<file path="src/rtl/tnn_pkg.sv">
// Shared constants and FSM state type for the ternary neuron sequencer.
// TNN_IN_W  : input vector width handled by the shared popcount unit
// TNN_CNT_W : popcount result width (0..22 fits in 5 bits)
// TNN_THR_W : signed threshold / difference width
package tnn_pkg;

  localparam int TNN_IN_W  = 22;
  localparam int TNN_CNT_W = 5;
  localparam int TNN_THR_W = 6;

  typedef enum logic [1:0] {
    S_IDLE = 2'd0,
    S_POS  = 2'd1,
    S_NEG  = 2'd2,
    S_DONE = 2'd3
  } tnn_seq_state_t;

endpackage

</file>
<file path="src/rtl/popcount22_exact.sv">
// Combinational exact popcount of a 22-bit vector.
// Port shape matches the approximate popcount library cells so either can be
// dropped into the sequencer.
//   bits_i : vector to count
//   cnt_o  : number of set bits in bits_i
module popcount22_exact
  import tnn_pkg::*;
(
  input  logic [TNN_IN_W-1:0]  bits_i,
  output logic [TNN_CNT_W-1:0] cnt_o
);

  always_comb begin
    cnt_o = '0;
    for (int i = 0; i < TNN_IN_W; i++) begin
      cnt_o = cnt_o + TNN_CNT_W'(bits_i[i]);
    end
  end

endmodule

</file>
<file path="src/rtl/ternary_neuron_sequencer.sv">
// Time-multiplexed ternary neuron layer. Each accepted vector is evaluated one
// neuron at a time: a POS pass counts inputs under the +1 mask, a NEG pass
// counts inputs under the -1 mask, and the neuron fires when the signed
// difference reaches its threshold. One shared popcount unit serves all passes.
// Ports:
//   clk, rst            : clock, synchronous active-high reset
//   in_valid/in_ready   : input vector handshake, in_data is the vector
//   cfg_we/cfg_addr     : weight/threshold write (accepted only while idle)
//   cfg_pos/cfg_neg     : +1 / -1 weight masks, cfg_thr signed threshold
//   out_valid/out_ready : result handshake, out_bits[k] is neuron k
module ternary_neuron_sequencer
  import tnn_pkg::*;
#(
  parameter int N_NEURONS = 4,
  parameter int IN_W      = TNN_IN_W,
  parameter int CNT_W     = TNN_CNT_W,
  parameter int THR_W     = TNN_THR_W,
  localparam int AW       = (N_NEURONS > 1) ? $clog2(N_NEURONS) : 1
) (
  input  logic                    clk,
  input  logic                    rst,
  input  logic                    in_valid,
  output logic                    in_ready,
  input  logic [IN_W-1:0]         in_data,
  input  logic                    cfg_we,
  input  logic [AW-1:0]           cfg_addr,
  input  logic [IN_W-1:0]         cfg_pos,
  input  logic [IN_W-1:0]         cfg_neg,
  input  logic signed [THR_W-1:0] cfg_thr,
  output logic                    out_valid,
  input  logic                    out_ready,
  output logic [N_NEURONS-1:0]    out_bits
);

  tnn_seq_state_t state_q, state_d;
  logic [AW-1:0]        idx_q, idx_d;
  logic [IN_W-1:0]      vec_q, vec_d;
  logic [CNT_W-1:0]     pos_cnt_q, pos_cnt_d;
  logic [N_NEURONS-1:0] out_bits_q, out_bits_d;
  logic                 out_valid_q, out_valid_d;

  logic [IN_W-1:0]         pos_mask_q [N_NEURONS];
  logic [IN_W-1:0]         neg_mask_q [N_NEURONS];
  logic signed [THR_W-1:0] thr_q      [N_NEURONS];

  logic [IN_W-1:0]  pc_in;
  logic [CNT_W-1:0] pc_cnt;
  logic             cfg_hit;

  // Signed compare of (pos - neg) against the threshold. Both counts are
  // zero-extended first, so the difference spans -22..+22 without overflow.
  function automatic logic neuron_fires(input logic [CNT_W-1:0] p,
                                        input logic [CNT_W-1:0] n,
                                        input logic signed [THR_W-1:0] thr);
    logic signed [THR_W-1:0] diff;
    diff = signed'(THR_W'(p)) - signed'(THR_W'(n));
    return (diff >= thr);
  endfunction

  popcount22_exact u_popcount (
    .bits_i (pc_in),
    .cnt_o  (pc_cnt)
  );

  assign in_ready  = (state_q == S_IDLE);
  assign out_valid = out_valid_q;
  assign out_bits  = out_bits_q;

  // Writes land only while idle so an evaluation never sees a half-updated
  // neuron; out-of-range addresses are dropped.
  assign cfg_hit = cfg_we && (state_q == S_IDLE) &&
                   ({1'b0, cfg_addr} < (AW+1)'(N_NEURONS));

  always_comb begin
    state_d     = state_q;
    idx_d       = idx_q;
    vec_d       = vec_q;
    pos_cnt_d   = pos_cnt_q;
    out_bits_d  = out_bits_q;
    pc_in       = vec_q & pos_mask_q[idx_q];
    case (state_q)
      S_IDLE: begin
        if (in_valid) begin
          vec_d      = in_data;
          idx_d      = '0;
          out_bits_d = '0;
          state_d    = S_POS;
        end
      end
      S_POS: begin
        pos_cnt_d = pc_cnt;
        state_d   = S_NEG;
      end
      S_NEG: begin
        pc_in             = vec_q & neg_mask_q[idx_q];
        out_bits_d[idx_q] = neuron_fires(pos_cnt_q, pc_cnt, thr_q[idx_q]);
        if (idx_q == AW'(N_NEURONS - 1)) begin
          state_d = S_DONE;
        end else begin
          idx_d   = idx_q + 1'b1;
          state_d = S_POS;
        end
      end
      S_DONE: begin
        if (out_ready) begin
          state_d = S_IDLE;
        end
      end
      default: state_d = S_IDLE;
    endcase
    out_valid_d = (state_d == S_DONE);
  end

  always_ff @(posedge clk) begin
    if (rst) begin
      state_q     <= S_IDLE;
      idx_q       <= '0;
      vec_q       <= '0;
      pos_cnt_q   <= '0;
      out_bits_q  <= '0;
      out_valid_q <= 1'b0;
    end else begin
      state_q     <= state_d;
      idx_q       <= idx_d;
      vec_q       <= vec_d;
      pos_cnt_q   <= pos_cnt_d;
      out_bits_q  <= out_bits_d;
      out_valid_q <= out_valid_d;
    end
  end

  always_ff @(posedge clk) begin
    for (int k = 0; k < N_NEURONS; k++) begin
      if (rst) begin
        pos_mask_q[k] <= '0;
        neg_mask_q[k] <= '0;
        thr_q[k]      <= '0;
      end else if (cfg_hit && (cfg_addr == AW'(k))) begin
        pos_mask_q[k] <= cfg_pos;
        neg_mask_q[k] <= cfg_neg;
        thr_q[k]      <= cfg_thr;
      end
    end
  end

endmodule

</file>
<file path="config.mk">
export PLATFORM = sky130hd
export DESIGN_NAME = ternary_neuron_sequencer
export DESIGN_NICKNAME = d
export VERILOG_FILES = /design/src/rtl/tnn_pkg.sv /design/src/rtl/popcount22_exact.sv /design/src/rtl/ternary_neuron_sequencer.sv
export SDC_FILE = /design/constraint.sdc
export NUM_CORES = 1
export LEC_CHECK = 0
export BUFFER_PORTS_ARGS = -buffer_cell sky130_fd_sc_hd__buf_4
export CORE_UTILIZATION = 40
export DETAILED_ROUTE_END_ITERATION = 10
export PLACE_DENSITY = 0.58
export SYNTH_ARGS = -nofsm -noshare
export SYNTH_HDL_FRONTEND = slang
export SYNTH_SLANG_ARGS = --single-unit
</file>
<file path="constraint.sdc">
create_clock -name clk -period 11 [get_ports clk]
set_input_delay 0.55 -clock clk [delete_from_list [all_inputs] [get_ports clk]]
set_output_delay 0.55 -clock clk [all_outputs]
set_load 0.005 [all_outputs]
</file>
==> impl_metrics.tcl <==
set metrics [dict create \
    drv_slew 0 \
    synth_flop_cell "edfxtp_1" \
    startpoint_type "register" \
    core_um2 27710 \
    start_util_pct 40.59 \
    worst_r2r_path_depth 25 \
    h-tree-depth 1 \
    fin_crit_ns 8.073 \
    portBuffers 84 \
    synth_area_um2 11240 \
    synth_edf_count 200 \
    final_nets 1029 \
    cts-root-buf "clkbuf_16" \
    maxSlewHeadroom_pct 30.28 \
    setup_viol 0 \
    cts_tree "yes" \
    antenna_found_initial 2 \
    fmax_mhz 123.9 \
    tightest_slew_ns 1.046 \
    drtIter0Drc 470 \
    first_pass_iters 4 \
    skew_ns 0.01396 \
    drive_gt1_share_pct 21.86 \
    synth_cell_type_count 39 \
    grt_pass1_wl_mm 39.06 \
    setup_ws_ns 2.927 \
    vdd_drop_max_uv 86.04 \
    ys_warn_count 0 \
    tns_ns 0 \
    worstSetupPathType "register to register" \
    min_to "vec_q[16]" \
    grt_usage_pct 18.26 \
    worstReg2RegEnd "out_bits[3]" \
    postCtsSetupBuffers 0 \
    syn_inst 836 \
    cts_sinks 238 \
    fp.dieW_um 169.7 \
    place.gp.congestion 0.7880 \
    grt.overflow.total 0 \
    hp-class "input port to register" \
    cts-buffers-inserted 27 \
    wl_per_cell_um 19.40 \
    avgSynthCellArea_um2 13.45 \
    path_clk_slew_ns 0.06 \
    vias_per_cell 4.896 \
    die_area_um2 28790 \
    drc_errors 0 \
    power_density_nw_per_um2 166.1 \
    min_path_cells 3 \
    syn-num-nets 951 \
    cts_resized 0 \
    seq_area_um2 6771 \
    area_delta_synth_final_pct 17.14 \
    end_kind "register" \
    status "completed" \
    pre_cts_ws_ns 2.860 \
    clockBufferDepth 3 \
    r2r_slack_ns 2.93 \
    routed_wl_mm 25.47 \
    ys_seq_elements 238 \
    min-delay-start "in_data[16]" \
    async_reset_ff_share_pct 0 \
    rows 61 \
    multi_input_area_um2 4189 \
    rsz0062_at_grt "no" \
    grt_max_degree 43 \
    ys_seq_area_share_pct 60.18 \
    finalHoldViolCount 0 \
    final_cell_count_no_fill 1313 \
    drv_cap 0 \
    dp_cells 1263 \
    die_y_um 169.7 \
    fin_crit_sh_pct 73.39 \
    vias 6428 \
    drtAntennaViolNets 0 \
    grt_pass1_vias 6572 \
    clk_latency_ns 0.53 \
    whs_ns 0.2694 \
    ioPinCount 85 \
    worstPathRequired_ns 11.38 \
    fillCellCount 2468 \
    hpwl_mm 16.17 \
    cts_hold_buf 0 \
    path_max_fanout 31 \
    crit_arrival_ns 8.45 \
    p_leak_nw 5.046 \
]
## how the worst max path moves through the flow
stage / startpoint / endpoint / slack, ns / cells after the start
after floorplan: register / out_bits[3] / 3.71 / 27
after global placement: register / out_bits[0] / 2.95 / 27
after detailed placement: register / out_bits[3] / 2.86 / 25
after CTS: register / out_bits[3] / 2.80 / 25
after global routing: register / out_bits[3] / 2.32 / 27
final: register / out_bits[3] / 2.93 / 25
## state kept, by name, indices dropped and copies added, names as in the netlist, named ones only
name / count
thr_q: 24
out_bits: 4
neg_mask_q: 88
pos_cnt_q: 5
vec_q: 22
state_q: 2
pos_mask_q: 88
out_valid: 1
idx_q: 2
## area by class of cell
class / instances / share of cell area [%]
Antenna cell: 2 / 0.03800
Clock inverter: 7 / 0.4845
Sequential cell: 238 / 51.41
Clock buffer: 41 / 6.260
Inverter: 31 / 0.8834
Tap cell: 378 / 3.591
Timing Repair Buffer: 97 / 5.529
Multi-Input combinational cell: 519 / 31.80
## layout by cell type (no fill, tap or decap), drive strengths merged, types with 2 or more instances in the layout
cell type  instances
a21boi             8
nor3               3
xnor2              5
mux4              50
clkbuf            41
fa                16
nand2            128
dfxtp             38
nor2              11
and2             201
nand2b             6
inv               31
maj3               3
a21o               4
ha                20
xor2               3
nor4               2
nand3              4
nand4b             4
o31ai              2
nor2b              2
diode              2
buf               97
clkinv             5
edfxtp           200
a211oi             2
a21oi             38
## critical path, cell delays in order (launching register included)
cell	delay, ns
dfxtp_4	0.76
buf_4	0.51
mux4_2	0.55
nand2_1	0.07
nand2_1	0.06
nand2_1	0.09
fa_1	0.46
fa_1	0.51
fa_1	0.53
fa_1	0.54
inv_1	0.05
fa_1	0.51
fa_1	0.45
inv_1	0.08
fa_1	0.45
ha_1	0.30
a21o_1	0.16
maj3_2	0.32
maj3_1	0.35
a21oi_1	0.16
ha_1	0.16
nor3b_1	0.24
nand2_1	0.08
a31oi_1	0.25
nand4b_1	0.16
a21oi_1	0.08
## Yosys cell counts, types with 3 or more instances
cell type,number,area [um2]
xor2_1,3,26.28
xnor2_1,5,43.79
clkbuf_1,24,90.09
and2_1,201,1257
nand2_1,127,476.7
nor2_1,10,37.54
edfxtp_1,200,6006
nand3_1,4,20.02
buf_2,12,60.06
clkbuf_2,10,50.05
fa_1,16,320.3
a21boi_0,8,60.06
nand4b_1,4,35.03
a21oi_1,38,190.2
mux4_2,50,1126
ha_1,20,250.2
dfxtp_1,38,760.7
nand2b_1,6,37.54
a21o_1,4,30.03
inv_1,30,112.6
## routing by layer
layer | share of wire [%] | track usage (%) | vias up
met5 | 0 | 0 | -
met1 | 45 | 25.59 | 3173
met2 | 47 | 29.56 | 141
met3 | 6.3 | 3.428 | 27
li1 | - | - | 3087
met4 | 1.4 | 3.917 | 0
## through the flow
stage,util [%],total power [mW],area (um2)
2_1_floorplan,-,1.237,11240
3_3_place_gp,44.32,1.325,12280
3_5_place_dp,44.32,1.326,12280
4_1_cts,47.52,2.209,13170
5_1_grt,47.52,2.276,13170
6_report,47.54,2.188,13170
## where the power goes
part           switching (mW)  leakage [nW]  internal (mW)
Combinational           0.140          2.20          0.119
Clock                   0.347         0.440          0.537
Sequential             0.0191          2.40           1.03
Total                   0.506          5.05           1.68
## cell families (layout without fill, tap and decap cells)
group / Yosys count / in the layout / share of synthesized area [%]
and+or+nand+nor: 363 / 363 / 17.78
DFF: 238 / 238 / 60.18
buffers and inverters: 79 / 176 / 2.949
AOI/OAI and AO/OA: 58 / 58 / 3.015
muxes: 51 / 51 / 10.10
adders and majority gates: 39 / 39 / 5.352
xor gates and xnor gates: 8 / 8 / 0.6231
other: 0 / 2 / 0
Power figures use the tool's default switching activity.
